==> src/rtl/uart_pkg.sv <==
// Shared UART definitions: transmit/receive FSM state encoding and framing constants.
package uart_pkg;

  typedef enum logic [1:0] {
    IDLE  = 2'd0,
    START = 2'd1,
    DATA  = 2'd2,
    STOP  = 2'd3
  } uart_tx_state_t;

  localparam int UART_DATA_BITS   = 8;
  localparam int UART_CLK_PER_BIT = 868;

endpackage

==> src/rtl/uart_bit_timer.sv <==
// Bit-period timer: free-running 0..CLK_PER_BIT-1 counter, tick on the last cycle of each bit.
module uart_bit_timer #(
  parameter int CLK_PER_BIT = 868
) (
  input  logic clk,
  input  logic reset,
  input  logic clear,
  output logic tick
);

  localparam int              W    = (CLK_PER_BIT > 1) ? $clog2(CLK_PER_BIT) : 1;
  localparam logic [W-1:0]    LAST = W'(CLK_PER_BIT - 1);

  logic [W-1:0] r_cnt;

  // Clear restarts the bit so the start bit gets its full length
  always_ff @(posedge clk) begin
    if (reset || clear) begin
      r_cnt <= W'(0);
    end else if (r_cnt == LAST) begin
      r_cnt <= W'(0);
    end else begin
      r_cnt <= r_cnt + W'(1);
    end
  end

  assign tick = (r_cnt == LAST);

endmodule

==> src/rtl/uart_transmitter.sv <==
// UART transmitter: 1 start bit, 8 data bits LSB first, STOP_BITS stop bits on a registered txd.
// busy includes the incoming ok so the controller sees it on the accepting edge.
module uart_transmitter
  import uart_pkg::*;
#(
  parameter int CLK_PER_BIT = UART_CLK_PER_BIT,
  parameter int STOP_BITS   = 1
) (
  input  logic       clk,
  input  logic       reset,
  input  logic [7:0] data,
  input  logic       ok,
  output logic       busy,
  output logic       txd
);

  localparam logic [2:0] LAST_DATA = 3'(UART_DATA_BITS - 1);
  localparam logic       LAST_STOP = (STOP_BITS == 2) ? 1'b1 : 1'b0;

  uart_tx_state_t            r_state, w_state_next;
  logic [UART_DATA_BITS-1:0] r_shift, w_shift_next;
  logic [2:0]                r_bit_idx, w_bit_idx_next;
  logic                      r_stop_idx, w_stop_idx_next;
  logic                      r_txd, w_txd_next;
  logic                      w_accept;
  logic                      w_tick;

  assign w_accept = (r_state == IDLE) && ok;

  uart_bit_timer #(
    .CLK_PER_BIT(CLK_PER_BIT)
  ) u_bit_timer (
    .clk  (clk),
    .reset(reset),
    .clear(w_accept),
    .tick (w_tick)
  );

  always_ff @(posedge clk) begin
    if (reset) begin
      r_state <= IDLE;
    end else begin
      r_state <= w_state_next;
    end
  end

  // Datapath registers follow the next-state values so txd lines up with the state it belongs to
  always_ff @(posedge clk) begin
    if (reset) begin
      r_shift    <= 8'h00;
      r_bit_idx  <= 3'd0;
      r_stop_idx <= 1'b0;
      r_txd      <= 1'b1;
    end else begin
      r_shift    <= w_shift_next;
      r_bit_idx  <= w_bit_idx_next;
      r_stop_idx <= w_stop_idx_next;
      r_txd      <= w_txd_next;
    end
  end

  always_comb begin
    w_state_next    = r_state;
    w_shift_next    = r_shift;
    w_bit_idx_next  = r_bit_idx;
    w_stop_idx_next = r_stop_idx;
    case (r_state)
      IDLE: begin
        if (ok) begin
          w_state_next    = START;
          w_shift_next    = data;
          w_bit_idx_next  = 3'd0;
          w_stop_idx_next = 1'b0;
        end else begin
          w_state_next = IDLE;
        end
      end
      START: begin
        if (w_tick) begin
          w_state_next   = DATA;
          w_bit_idx_next = 3'd0;
        end else begin
          w_state_next = START;
        end
      end
      DATA: begin
        if (w_tick) begin
          w_shift_next = {1'b0, r_shift[UART_DATA_BITS-1:1]};
          if (r_bit_idx == LAST_DATA) begin
            w_state_next    = STOP;
            w_stop_idx_next = 1'b0;
          end else begin
            w_bit_idx_next = r_bit_idx + 3'd1;
          end
        end else begin
          w_state_next = DATA;
        end
      end
      STOP: begin
        if (w_tick) begin
          if (r_stop_idx == LAST_STOP) begin
            w_state_next = IDLE;
          end else begin
            w_stop_idx_next = r_stop_idx + 1'b1;
          end
        end else begin
          w_state_next = STOP;
        end
      end
      default: begin
        w_state_next = IDLE;
      end
    endcase
  end

  always_comb begin
    w_txd_next = 1'b1;
    case (w_state_next)
      IDLE:    w_txd_next = 1'b1;
      START:   w_txd_next = 1'b0;
      DATA:    w_txd_next = w_shift_next[0];
      STOP:    w_txd_next = 1'b1;
      default: w_txd_next = 1'b1;
    endcase
  end

  assign busy = (r_state != IDLE) || ok;
  assign txd  = r_txd;

endmodule

==> config.mk <==
export PLATFORM = sky130hd
export DESIGN_NAME = uart_transmitter
export DESIGN_NICKNAME = d
export VERILOG_FILES = /design/src/rtl/uart_pkg.sv /design/src/rtl/uart_bit_timer.sv /design/src/rtl/uart_transmitter.sv
export SDC_FILE = /design/constraint.sdc
export NUM_CORES = 1
export LEC_CHECK = 0
export CAP_MARGIN = 20
export CORE_ASPECT_RATIO = 0.6
export CORE_MARGIN = 3
export CORE_UTILIZATION = 35
export DETAILED_ROUTE_END_ITERATION = 10
export HOLD_SLACK_MARGIN = 0.15
export PLACE_DENSITY_LB_ADDON = 0.15
export SKIP_CTS_REPAIR_TIMING = 1
export SLEW_MARGIN = 20
export SYNTH_ARGS = -nofsm -noshare
export SYNTH_HDL_FRONTEND = slang
export SYNTH_HIERARCHICAL = 1
export SYNTH_SLANG_ARGS = --single-unit
==> constraint.sdc <==
create_clock -name clk -period 2.36 [get_ports clk]
set_input_delay 0.472 -clock clk [delete_from_list [all_inputs] [get_ports clk]]
set_output_delay 0.472 -clock clk [all_outputs]
set_load 0.02 [all_outputs]
After elaboration in Yosys (flattened, before gate mapping)
Index checks and enable logic that the tools add are counted.
{"block": "word_totals", "register_bits": 25, "elab_cells": 60, "in_bits": 11, "out_inout_bits": 2}
{"block": "op_classes", "n_eq_ne": 14, "n_reduce_logical": 14, "addsub": 3, "n_mux": 22}
{"operator": "8-bit 2-to-1 mux", "count": 2}
{"operator": "8-bit case mux with 2 select lines", "count": 1}
{"operator": "3-bit 2-to-1 mux", "count": 4}
{"operator": "10-bit by 1-bit adder with 10-bit output (second input constant)", "count": 1}
{"operator": "10-bit equality test (second input constant)", "count": 1}
{"operator": "2-bit 2-to-1 mux", "count": 5}
{"operator": "5-bit AND reduction", "count": 2}
{"operator": "3-bit case mux with 3 select lines", "count": 1}
{"operator": "2-bit equality test (second input constant)", "count": 4}
{"operator": "2-bit case mux with 4 select lines", "count": 1}
{"operator": "1-bit 2-to-1 mux", "count": 6}
{"operator": "2-bit by 1-bit != test with 1-bit output (second input constant)", "count": 3}
{"operator": "2-bit != test (second input constant)", "count": 3}
{"operator": "1-bit case mux with 3 select lines", "count": 2}
{"operator": "3-bit nonzero test", "count": 2}
{"operator": "2-bit by 1-bit equality test with 1-bit output (second input constant)", "count": 2}
{"operator": "2-bit logical NOT", "count": 2}
{"operator": "2-bit nonzero test", "count": 2}
{"operator": "2-bit OR reduction", "count": 2}
{"operator": "3-bit by 1-bit adder with 3-bit output (second input constant)", "count": 1}
{"operator": "3-bit equality test (second input constant)", "count": 1}
{"operator": "3-bit AND reduction", "count": 1}
{"operator": "1-bit logical OR", "count": 2}
{"operator": "1-bit adder (second input constant)", "count": 1}
{"operator": "1-bit logical AND", "count": 1}

Logic depth before layout (Yosys ltp)
Gate-level depths: netlist of run 1.
{"block": "depth", "depth_word": 7, "ltp_mapped": 11}

Hierarchy
Netlist of run 1, hierarchy kept.
{"module": "uart_transmitter", "instances": 1, "cells_per_inst": 80, "area_each_um2": 739.5}
{"module": "uart_bit_timer", "instances": 1, "cells_per_inst": 53, "area_each_um2": 454.2}

Worst setup path after synthesis of run 1
No wires, ideal clock.
{"block": "synth_path", "path_type": "reg-to-reg", "start": "register u_bit_timer.r_cnt[4]", "end": "register r_txd (netlist: txd)", "path_buffers": 0, "synth_period_minus_slack_ps": 2282, "stages_incl_launch_ff": 11, "arrival_time_ps": 2207, "setup_ps": 74, "path_slack_ps": 78, "t_required_ps": 2286, "path_cell_list": "dfxtp_1 nor4b_1 nand2_1 nor2_1 nand2_1 xor2_1 inv_1 ha_1 nor2_1 o21ba_2 a31oi_1"}
{"block": "synth_between", "elab_chain_len": 6, "elab_cells_between_ends": 13, "cone_classes": "4 x eq/ne; 7 x mux; 2 x reduce/logical"}
{"item": "start: declaration", "line": "uart_bit_timer.sv:14", "source": "logic [W-1:0] r_cnt;"}
{"item": "start signal: assignment", "line": "uart_bit_timer.sv:23", "source": "r_cnt <= r_cnt + W'(1);"}
{"item": "10-bit equality test (*)", "line": "uart_bit_timer.sv:27", "source": "assign tick = (r_cnt == LAST);"}
{"item": "named net w_tick", "line": "uart_transmitter.sv:26", "source": "logic w_tick;"}
{"item": "2-bit 2-to-1 mux, on equally long branches", "line": "uart_transmitter.sv:100, uart_transmitter.sv:79, uart_transmitter.sv:87"}
{"item": "2-bit case mux with 4 select lines (*)", "line": "uart_transmitter.sv:67", "source": "case (r_state)"}
{"item": "named net w_state_next[1]", "line": "uart_transmitter.sv:20", "source": "uart_tx_state_t r_state, w_state_next;"}
{"item": "2-bit equality test or 2-bit logical NOT (tied branches)", "line": "uart_transmitter.sv:118", "source": "case (w_state_next)"}
{"item": "2-bit OR reduction (no line)"}
{"item": "1-bit case mux with 3 select lines (*)", "line": "uart_transmitter.sv:118"}
{"item": "end signal: assignment", "line": "uart_transmitter.sv:58", "source": "r_txd <= w_txd_next;"}
{"item": "end: declaration", "line": "uart_transmitter.sv:24", "source": "logic r_txd, w_txd_next;"}
Mark *: on every way through the listed nets, which the timed path passes. The rest lies on a longest branch. The select of a mux whose other input is x is not followed.
A chain may end at the register's enable or synchronous reset.

Worst setup path after layout of run 1
{"block": "layout_path", "start": "input port ok", "end": "output port busy"}
{"block": "layout_between", "elab_chain_len": 1}
{"item": "start: declaration", "line": "uart_transmitter.sv:12", "source": "input logic ok,"}
{"item": "1-bit logical OR", "line": "uart_transmitter.sv:127", "source": "assign busy = (r_state != IDLE) || ok;"}
{"item": "end: declaration", "line": "uart_transmitter.sv:13", "source": "output logic busy,"}
No other way between the ends.

==> Flow_metrics.wiki, run 1 <==
{| class="wikitable"
! Metric !! Value
|-
| Post-layout minimum cycle time || roughly 2.2 ns
|-
| Wire length of the first global-routing pass || around 4.3 mm
|-
| Worst Max-Slew Pin Slew || 0.500 ns
|-
| Final antenna diode count || 0
|-
| Max-cap check violation count || 0
|-
| WP data arrival || ~1.8 ns
|-
| Number of design rule violations left after detail routing || 0
|-
| Routing layer with the top usage in global route || met1
|-
| Boundary Pins || 13
|-
| Met2 Resource Use GR || between 10% and 20%
|-
| H-tree Lvls || 1
|-
| Number of failing setup endpoints in the final timing report || 0
|-
| Source-to-sink clock delay at the later pin of the worst-skew pair || ~0.26 ns
|-
| Count of nets left with antenna violations after detail routing || 0
|-
| Maximum fanout along the worst path || 3
|-
| Die extent in x || just over 80 um
|-
| Per-cell routed wire length || between 10 and 15 um
|-
| Routed WL || 2.53 mm
|-
| Clock-pin slew of the registers on the worst-case setup and hold paths || around 0.080 ns
|-
| Final setup skew || ~0.00089 ns
|-
| Library cells used by synthesis || 39
|-
| Fraction of the yosys area taken by sequential cells || 40.3%
|-
| Leading area contributor after synthesis || sky130_fd_sc_hd__dfxtp_1
|-
| Antenna violations before repair || 0
|-
| Critical path endpoint category || output port
|-
| Clock sink count || 24
|-
| CTS tree || built
|-
| Die span in y || between 50 and 60 um
|-
| Die Footprint || ~4200 sq um
|-
| Main synth FF type || sky130_fd_sc_hd__dfxtp_1
|-
| Starting density of the core || about two fifths
|-
| Overall power || 0.874 mW
|-
| Pin count of the biggest net entering global routing || 17
|-
| Number of rows in the core area || 15
|-
| Synthesis Warnings || 6
|-
| Synthesized area per cell || 8.97 sq um
|-
| Buffers plus inverters on the worst setup path || 2
|-
| Number of synthesized flops with an enable pin || 0
|-
| Largest cells by area after synthesis || sky130_fd_sc_hd__dfxtp_1 40%, sky130_fd_sc_hd__a21oi_1 5.5%, sky130_fd_sc_hd__nand3_1 5.5%
|-
| Detail Placement HPWL || approximately 1.9 mm
|-
| Input/output buffers || 12
|-
| GRT Overall Usage || about an eighth
|-
| Final-report max-slew violation count || 0
|-
| Critical path, cell by cell || clkdlybuf4s50_1 > or3_1 > clkdlybuf4s50_1
|-
| Final nets || 169
|-
| Type of the tightest min-delay check || reg2reg
|-
| Outcome || complete, no violations
|-
| Standby leakage power || 0.554 nW
|-
| Setup repair after global routing missed its margin || no
|-
| Nets in the synthesized netlist || around 150
|-
| Setup TNS || 0 ns
|-
| Met1 Resource Use GR || between 10% and 20%
|-
| Final Hold Viols || 0
|-
| Vias in the first global route || approximately 900
|-
| Kind of critical path || in2out
|-
| Post-synth design cell area || ~1200 sq um
|-
| First-iteration detailed-routing DRC count || 29
|-
| Share of layout cells above drive strength 1 || 15.8%
|-
| Num CTS Buffers || 3
|-
| Met3 GRT Util || around 4.6%
|-
| Worst slew margin || around 67%
|-
| Power per cell area || about 590 nW/um^2
|-
| Synthesis-to-layout area growth || 24.5%
|-
| Cell with the largest stage delay on the worst path || sky130_fd_sc_hd__clkdlybuf4s50_1
|-
| Cell seen most often among critical-path stages || sky130_fd_sc_hd__clkdlybuf4s50_1
|-
| Worst supply voltage drop on vdd || between 0.0003 and 0.0004 V
|-
| Crit share post-route || 94.7%
|-
| Top-area cell type share of the netlist area || around 40%
|-
| Data required time of the worst path || roughly 1.9 ns
|-
| FF+latch count, synth || 24
|-
| Asr flop ratio synth || 0%
|-
| Fmax || between 0.4 and 0.5 GHz
|-
| Fill count || between 200 and 300
|-
| Number of optimization iterations in the first detailed-route pass || 4
|-
| Maximum single-stage delay on the critical path || 0.54 ns
|-
| CTS max path bufs || 2
|-
| Root Driver || sky130_fd_sc_hd__clkbuf_8
|-
| Routed via count || 1005
|-
| Total congestion overflow || 0
|-
| Category of cells accounting for the largest share of critical-path delay || buffers and inverters
|-
| Worst setup SP type || input port
|-
| Synthesized instance count || around 130
|-
| Area of the core region || between 3000 and 4000 sq um
|-
| Routed via count divided by cell count || between 5 and 6
|-
| Weighted congestion at the end of routability-driven global placement || 0.842
|}
power breakdown:
group,switching (mW),internal [mW]
registers,0.0110,0.419
clock network,0.131,0.227
logic,0.0388,0.0477
metrics by stage:
| stage | util (%) | hold slack (ns) | instances | area (sq um) | worst slack (ns) |
|---|---|---|---|---|---|
| 2_1_floorplan | - | 0.426 | 133 | 1190 | 0.0784 |
| 3_3_place_gp | 45.6 | 0.441 | 190 | 1400 | 0.114 |
| 3_5_place_dp | 45.6 | 0.449 | 190 | 1400 | 0.0454 |
| 4_1_cts | 48.0 | 0.470 | 194 | 1470 | 0.0644 |
| 5_1_grt | 48.6 | 0.495 | 194 | 1490 | 0.0235 |
| 6_report | 48.6 | 0.465 | 194 | 1490 | 0.125 |
cell families after synthesis:
logic type | count (synthesis) | share of synthesized area, %
and+or+nand+nor | 54 | 26.2
buffers and inverters | 10 | 5.14
xor gates and xnor gates | 6 | 4.40
muxes | 1 | 0.839
AOI/OAI and AO/OA | 33 | 17.9
DFF | 24 | 40.3
adders and majority gates | 5 | 5.24
worst reg2reg max path, cell delays in order, from the launching register on:
cell and delay, ns:
sky130_fd_sc_hd__dfxtp_1 0.38, sky130_fd_sc_hd__ha_2 0.24, sky130_fd_sc_hd__nor2b_2 0.19, sky130_fd_sc_hd__nand2_1 0.13, sky130_fd_sc_hd__nor2_2 0.14, sky130_fd_sc_hd__nand2_1 0.11, sky130_fd_sc_hd__xor2_1 0.20, sky130_fd_sc_hd__inv_1 0.06
sky130_fd_sc_hd__ha_1 0.29, sky130_fd_sc_hd__nor2_1 0.05, sky130_fd_sc_hd__o21ba_2 0.19, sky130_fd_sc_hd__a31oi_1 0.13
flip-flops by register name (all words and copies together) (netlist names):
register,count
r_bit_idx,3
r_shift,8
r_state,2
txd,1
u_bit_timer/r_cnt,10
area by class of cell:
type | count | area, sq um | area share (%)
clock buffer | 3 | 41.3 | 2.78
clock inverter | 1 | 30.0 | 2.02
inverter | 5 | 31.3 | 2.10
multi-input combinational | 99 | 671 | 45.1
sequential | 24 | 480 | 32.3
tap | 42 | 52.6 | 3.54
timing repair buffer | 20 | 180 | 12.1
synth_stat cells (2+ instances only):
master	number
sky130_fd_sc_hd__buf_2	3
sky130_fd_sc_hd__a22oi_1	7
sky130_fd_sc_hd__nor2b_1	3
sky130_fd_sc_hd__nand2_1	6
sky130_fd_sc_hd__or3_1	2
sky130_fd_sc_hd__nand3_1	13
sky130_fd_sc_hd__a31oi_1	3
sky130_fd_sc_hd__xor2_1	4
sky130_fd_sc_hd__ha_1	5
sky130_fd_sc_hd__o21ai_0	3
sky130_fd_sc_hd__nand4b_1	2
sky130_fd_sc_hd__o221ai_1	3
sky130_fd_sc_hd__xnor2_1	2
sky130_fd_sc_hd__dfxtp_1	24
sky130_fd_sc_hd__nor2_1	13
sky130_fd_sc_hd__and3b_1	2
sky130_fd_sc_hd__a21oi_1	13
sky130_fd_sc_hd__inv_1	4
cell usage in the layout (no fill, tap or decap), types with 2 or more instances in the layout:
cell,n
sky130_fd_sc_hd__a21oi_1,13
sky130_fd_sc_hd__a22oi_1,7
sky130_fd_sc_hd__a31oi_1,3
sky130_fd_sc_hd__and3b_1,2
sky130_fd_sc_hd__buf_4,8
sky130_fd_sc_hd__clkbuf_8,3
sky130_fd_sc_hd__clkdlybuf4s50_1,12
sky130_fd_sc_hd__dfxtp_1,24
sky130_fd_sc_hd__ha_1,4
sky130_fd_sc_hd__inv_1,4
sky130_fd_sc_hd__nand2_1,6
sky130_fd_sc_hd__nand3_1,13
sky130_fd_sc_hd__nand4b_1,2
sky130_fd_sc_hd__nor2_1,12
sky130_fd_sc_hd__nor2b_1,2
sky130_fd_sc_hd__o21ai_0,3
sky130_fd_sc_hd__o221ai_1,3
sky130_fd_sc_hd__or3_1,2
sky130_fd_sc_hd__xnor2_1,2
sky130_fd_sc_hd__xor2_1,4
per-layer routing:
| layer | share of wire (%) | vias to the layer above | wire length [um] |
|---|---|---|---|
| li1 | - | 527 | - |
| met3 | 4.9 | 2 | 123 |
| met2 | 39 | 23 | 984 |
| met4 | 0.32 | 0 | 8 |
| met1 | 56 | 453 | 1410 |
| met5 | 0 | - | 0 |
worst paths after layout:
path,cells after the start,start,endpoint,slack [ns]
hold / removal,1,u_bit_timer/r_cnt[0],u_bit_timer/r_cnt[0],0.47
setup / recovery,3,ok,busy,0.12
hold reg to reg,1,u_bit_timer/r_cnt[0],u_bit_timer/r_cnt[0],0.47
setup reg to reg,11,u_bit_timer/r_cnt[0],txd,0.19
Power figures use the tool's default switching activity.
==> run 2: changes to the inputs <==
CORE_UTILIZATION = 30   (was 35)
SYNTH_HIERARCHICAL = not set   (was 1)
==> Flow_metrics.wiki, run 2 <==
{| class="wikitable"
! Metric !! Value
|-
| Outcome || complete, no violations
|-
| Share of layout cells above drive strength 1 || 17.2% (+1.5 points)
|-
| Leading cell type in the layout, fill and taps excluded || sky130_fd_sc_hd__dfxtp_1
|-
| First-iteration detailed-routing DRC count || 65 (+120%)
|-
| Fmax || 0.440 GHz (-1.7%)
|-
| Standby leakage power || 0.549 nW (-0.82%)
|-
| Synthesized area per cell || 9.18 sq um (+2.2%)
|-
| Main synth FF type || sky130_fd_sc_hd__dfxtp_1
|-
| Max-cap check violation count || 0 (unchanged)
|-
| Fraction of the yosys area taken by sequential cells || 42.6% (+2.3 points)
|-
| Worst hold margin || 0.435 ns (-0.0300 ns)
|-
| Area of the core region || 3420 sq um (+12%)
|-
| FF+latch count, synth || 24 (unchanged)
|-
| Final-report max-slew violation count || 0 (unchanged)
|-
| Worst Max-Slew Pin Slew || 0.447 ns (-0.0524 ns)
|-
| Top-area cell type share of the netlist area || 42.6% (+2.3 points)
|-
| Asr flop ratio synth || 0% (unchanged)
|-
| Pin count of the biggest net entering global routing || 15 (-2)
|-
| Cell area reported after detailed placement || 1360 sq um (-2.9%)
|-
| Weighted congestion at the end of routability-driven global placement || 0.852 (+1.1%)
|-
| Largest registers || u_bit_timer.r_cnt (10), r_shift (8), r_bit_idx (3)
|-
| Crit share post-route || 96.4% (+1.7 points)
|-
| Leading area contributor after synthesis || sky130_fd_sc_hd__dfxtp_1
|-
| Setup TNS || 0 ns (unchanged)
|-
| Die extent in x || 85.2 um (+4.7%)
|-
| Number of design rule violations left after detail routing || 0 (unchanged)
|-
| Starting density of the core || 33.0% (-6.1 points)
|-
| Final nets || 161 (-4.7%)
|-
| Vias in the first global route || 797 (-10%)
|-
| Number of failing setup endpoints in the final timing report || 0 (unchanged)
|-
| Die Footprint || 4560 sq um (+9.3%)
|-
| GRT Overall Usage || 11.3% (-2.0 points)
|-
| Flip-flop count of the largest register after layout || 10 (unchanged)
|-
| Number of synthesized flops with an enable pin || 0 (unchanged)
|-
| Routed via count divided by cell count || 4.97 (-4.1%)
|-
| Register ranked first by flip-flop count || u_bit_timer.r_cnt
|-
| Wire length of the first global-routing pass || 3.95 mm (-7.8%)
|-
| CTS max path bufs || 2 (unchanged)
|-
| Nets in the synthesized netlist || 138 (-7.4%)
|-
| Per-cell routed wire length || 13.0 um (-0.48%)
|-
| Kind of critical path || in2out
|-
| Maximum fanout along the worst path || 3 (unchanged)
|-
| Data required time of the worst path || 1.89 ns (about the same)
|-
| Routed via count || 944 (-6.1%)
|-
| Input/output buffers || 12 (unchanged)
|-
| Power per cell area || 603 nW/um^2 (+2.6%)
|-
| Number of rows in the core area || 16 (+1)
|-
| Die span in y || 53.5 um (+4.4%)
|-
| Final setup skew || 0.00431 ns (+0.00341 ns)
|-
| Routed WL || 2.46 mm (-2.5%)
|-
| Fill count || 323 (+13%)
|-
| Worst setup SP type || input port
|-
| Post-layout minimum cycle time || 2.27 ns (+0.0391 ns)
|-
| Num CTS Buffers || 3 (unchanged)
|-
| Post-layout instance area || 1460 sq um (-2.0%)
|-
| Most frequent cell after synthesis || sky130_fd_sc_hd__dfxtp_1
|-
| Clock-pin slew of the registers on the worst-case setup and hold paths || 0.09 ns (about the same)
|-
| Count of nets left with antenna violations after detail routing || 0 (unchanged)
|-
| Synthesis Warnings || 0 (-6)
|-
| WP data arrival || 1.80 ns (+0.04 ns)
|-
| Library cells used by synthesis || 36 (-7.7%)
|-
| Post-synth design cell area || 1130 sq um (-5.5%)
|-
| Worst slew margin || 70.0% (+3.4 points)
|-
| Critical path endpoint category || output port
|-
| Total congestion overflow || 0 (unchanged)
|-
| Detail Placement HPWL || 1.85 mm (-1.7%)
|-
| Largest cells by area after synthesis || sky130_fd_sc_hd__dfxtp_1 43%, sky130_fd_sc_hd__nor2_1 5.0%, sky130_fd_sc_hd__xnor2_1 4.7%
|-
| Final Hold Viols || 0 (unchanged)
|-
| Synthesis-to-layout area growth || 29.0%
|-
| CTS tree || built
|-
| Type of the tightest min-delay check || reg2reg
|-
| Synthesized instance count || 123 (-7.5%)
|-
| Final antenna diode count || 0 (unchanged)
|-
| Boundary Pins || 13 (unchanged)
|-
| Clock sink count || 24 (unchanged)
|-
| Number of optimization iterations in the first detailed-route pass || 6 (+2)
|-
| H-tree Lvls || 1 (unchanged)
|-
| Root Driver || sky130_fd_sc_hd__clkbuf_8
|-
| Source-to-sink clock delay at the later pin of the worst-skew pair || 0.27 ns (about the same)
|-
| Worst supply voltage drop on vdd || 0.000226 V (-28%)
|-
| Commonest cells in the netlist || 24 x sky130_fd_sc_hd__dfxtp_1, 15 x sky130_fd_sc_hd__nor2_1, 12 x sky130_fd_sc_hd__nand2_1
|-
| Antenna violations before repair || 0 (unchanged)
|-
| Most frequent cells in the layout || 22 x sky130_fd_sc_hd__dfxtp_1, 15 x sky130_fd_sc_hd__nor2_1, 12 x sky130_fd_sc_hd__nand2_1, 12 x sky130_fd_sc_hd__clkdlybuf4s50_1, 10 x sky130_fd_sc_hd__buf_4
|}
-- run 2: cell types whose count changed in the layout (fill, tap and decap cells not counted), moves of 4 or more --
cell / previous run / this run
sky130_fd_sc_hd__a21oi_1: 13 / 8
sky130_fd_sc_hd__nand2_1: 6 / 12
sky130_fd_sc_hd__nand3_1: 13 / 4
sky130_fd_sc_hd__xnor2_1: 2 / 6
-- run 2: final timing paths --
| path | from | to | slack [ns] | depth (start not counted) |
|---|---|---|---|---|
| setup / recovery | ok | busy | 0.09 | 3 |
| hold / removal | u_bit_timer.r_cnt[0] | u_bit_timer.r_cnt[0] | 0.44 | 1 |
| setup reg to reg | u_bit_timer.r_cnt[3] | txd | 0.12 | 8 |
| hold reg to reg | u_bit_timer.r_cnt[0] | u_bit_timer.r_cnt[0] | 0.44 | 1 |
-- run 2: final cells by class --
class                      count  area (sq um)  area share (%)
multi-input combinational     93           643            44.2
clock buffer                   3          41.3            2.84
timing repair buffer          22           195            13.4
inverter                       2          7.51           0.515
tap                           45          56.3            3.87
clock inverter                 1          30.0            2.06
sequential                    24           483            33.2
-- run 2: metal layers --
layer | track usage (%) | wire length (um) | vias to the layer above
met3 | 3.73 | 131 | 2
met2 | 14.0 | 899 | 19
met1 | 17.6 | 1410 | 430
li1 | - | - | 493
met5 | 0 | 0 | -
met4 | 3.16 | 25 | 0
-- run 2: per-stage QoR --
stage | setup WS [ns] | total power [mW] | std cells | utilization (%)
floorplan | 0.0486 | 0.484 | 123 | -
global placement | 0.00112 | 0.521 | 185 | 39.6
detailed placement | -0.0329 | 0.522 | 185 | 39.6
CTS | 0.0807 | 0.894 | 189 | 41.7
global route | -0.0281 | 0.917 | 190 | 42.5
finish | 0.0857 | 0.879 | 190 | 42.5
-- run 2: worst max-delay path, stage by stage --
cell,delay [ns]
sky130_fd_sc_hd__clkdlybuf4s50_1,0.43
sky130_fd_sc_hd__or3_1,0.37
sky130_fd_sc_hd__clkdlybuf4s50_1,0.54
-- run 2: report_power, final --
part | internal [mW] | total [mW] | switching (mW) | leakage, nW
sequential | 0.419 | 0.430 | 0.0105 | 0.196
combinational | 0.0452 | 0.0855 | 0.0403 | 0.317
clock | 0.227 | 0.364 | 0.137 | 0.0357
-- run 2: logic make-up after synthesis --
logic type,count (synthesis),synth area share [%]
buf+inv,6,2.11
compound gates,24,15.7
mux,1,0.998
flops,24,42.6
simple gates,55,27.2
xor+xnor,9,6.98
fa+ha+maj,4,4.43
==> run 3: changes to the inputs <==
CORE_MARGIN = not set   (was 3)
==> Flow_metrics.wiki, run 3 (synthesis gave the netlist of run 2 again) <==
{| class="wikitable"
! Metric !! Value
|-
| Largest registers || u_bit_timer.r_cnt (10), r_shift (8), r_bit_idx (3)
|-
| Fmax || 0.439 GHz (about the same)
|-
| Worst Max-Slew Pin Slew || 0.781 ns (+0.334 ns)
|-
| Power per cell area || 544 nW/um^2 (-9.9%)
|-
| Num CTS Buffers || 3 (unchanged)
|-
| Die extent in x || 81.2 um (-4.7%)
|-
| Flip-flop count of the largest register after layout || 10 (unchanged)
|-
| Final Hold Viols || 0 (unchanged)
|-
| H-tree Lvls || 1 (unchanged)
|-
| Routed WL || 2.39 mm (-2.9%)
|-
| Final-report max-slew violation count || 0 (unchanged)
|-
| Most frequent cells in the layout || 22 x sky130_fd_sc_hd__dfxtp_1, 14 x sky130_fd_sc_hd__nor2_1, 12 x sky130_fd_sc_hd__nand2_1, 12 x sky130_fd_sc_hd__clkdlybuf4s50_1, 10 x sky130_fd_sc_hd__buf_4
|-
| Per-cell routed wire length || 12.6 um (-2.9%)
|-
| Kind of critical path || in2out
|-
| Setup repair after global routing missed its margin || yes
|-
| Pin count of the biggest net entering global routing || 14 (-1)
|-
| Final instance count without filler cells || 190 (unchanged)
|-
| Root Driver || sky130_fd_sc_hd__clkbuf_8
|-
| Max-cap check violation count || 0 (unchanged)
|-
| Final nets || 161 (unchanged)
|-
| Number of instances in the placed design || 184 (-0.54%)
|-
| Outcome || complete, no violations
|-
| Final core area utilization || 43.3% (+0.73 points)
|-
| Number of rows in the core area || 16 (unchanged)
|-
| First-iteration detailed-routing DRC count || 47 (-28%)
|-
| Worst slew margin || 47.2% (-23 points)
|-
| Vias in the first global route || 777 (-2.5%)
|-
| Number of failing setup endpoints in the final timing report || 0 (unchanged)
|-
| Worst setup SP type || input port
|-
| Type of the tightest min-delay check || reg2reg
|-
| Die span in y || 49.5 um (-7.5%)
|-
| Clock sink count || 24 (unchanged)
|-
| Starting density of the core || 33.0% (unchanged)
|-
| Data required time of the worst path || 1.89 ns (about the same)
|-
| Detail Placement HPWL || 1.72 mm (-7.1%)
|-
| Leading cell type in the layout, fill and taps excluded || sky130_fd_sc_hd__dfxtp_1
|-
| WP data arrival || 1.80 ns (about the same)
|-
| Crit share post-route || 96.5% (about the same)
|-
| Antenna violations before repair || 0 (unchanged)
|-
| Number of design rule violations left after detail routing || 0 (unchanged)
|-
| GRT Overall Usage || 12.8% (+1.5 points)
|-
| Final setup skew || 0.00254 ns (-0.00176 ns)
|-
| Routed via count || 903 (-4.3%)
|-
| CTS max path bufs || 2 (unchanged)
|-
| Weighted congestion at the end of routability-driven global placement || 0.779 (-8.6%)
|-
| Boundary Pins || 13 (unchanged)
|-
| Clock-pin slew of the registers on the worst-case setup and hold paths || 0.08 ns (about the same)
|-
| Final antenna diode count || 0 (unchanged)
|-
| Worst supply voltage drop on vdd || 0.000282 V (+25%)
|-
| Area of the core region || 3420 sq um (unchanged)
|-
| Count of nets left with antenna violations after detail routing || 0 (unchanged)
|-
| Maximum fanout along the worst path || 3 (unchanged)
|-
| Number of optimization iterations in the first detailed-route pass || 4 (-2)
|-
| Register ranked first by flip-flop count || u_bit_timer.r_cnt
|-
| Standby leakage power || 0.550 nW (about the same)
|-
| Post-layout minimum cycle time || 2.28 ns (+0.00216 ns)
|-
| Wire length of the first global-routing pass || 3.84 mm (-2.6%)
|-
| Share of layout cells above drive strength 1 || 20.0% (+2.8 points)
|-
| Source-to-sink clock delay at the later pin of the worst-skew pair || 0.27 ns (about the same)
|-
| Input/output buffers || 12 (unchanged)
|-
| Critical path endpoint category || output port
|-
| Setup TNS || 0 ns (unchanged)
|-
| Total congestion overflow || 0 (unchanged)
|-
| Synthesis-to-layout area growth || 31.3%
|-
| Routed via count divided by cell count || 4.75 (-4.3%)
|-
| Die Footprint || 4020 sq um (-12%)
|-
| CTS tree || built
|}
## run 3: changes by cell type in the layout (fill, tap and decap cells not counted), sizes merged
cell / change
bufinv: -1
clkbuf: +1
## run 3: where the power goes
group	leakage, nW	switching (mW)	internal [mW]
combinational	0.325	0.0454	0.0482
clock	0.0288	0.134	0.149
sequential	0.197	0.00988	0.419
## run 3: per-stage QoR
step | hold WS, ns | cell area [sq um] | setup slack (ns) | power [mW]
global route | 0.478 | 1480 | -0.0414 | 0.841
CTS | 0.458 | 1400 | 0.0803 | 0.800
global placement | 0.442 | 1350 | 0.00551 | 0.519
finish | 0.457 | 1480 | 0.0835 | 0.806
floorplan | 0.430 | 1130 | 0.0486 | 0.484
detailed placement | 0.446 | 1350 | -0.0263 | 0.521
## run 3: per-layer routing
| layer | part of all wire (%) | vias up | GRT usage (%) |
|---|---|---|---|
| li1 | - | 488 | - |
| met1 | 59 | 403 | 20.6 |
| met2 | 38 | 9 | 15.0 |
| met3 | 2.8 | 3 | 3.89 |
| met4 | 0.33 | 0 | 4.46 |
| met5 | 0 | - | 0 |
## run 3: area by class of cell
cell class	count	area, sq um
clock buffers	4	55.1
fillers	334	1940
inverters	2	7.51
multi-input cells	93	684
flip-flops and latches	24	483
well taps	45	56.3
repair buffers	22	195
## run 3: worst paths after layout
kind                                            from    endpoint  slack [ns]  depth (start not counted)
worst min register to register            r_shift[4]  r_shift[4]        0.46                          2
worst max-delay path                              ok        busy        0.08                          3
worst max register to register  u_bit_timer.r_cnt[3]         txd        0.08                          8
worst min-delay path                      r_shift[4]  r_shift[4]        0.46                          2
## run 3: critical path, cell delays in order
cell,delay (ns)
sky130_fd_sc_hd__clkdlybuf4s50_1,0.43
sky130_fd_sc_hd__or3_1,0.37
sky130_fd_sc_hd__clkdlybuf4s50_1,0.54
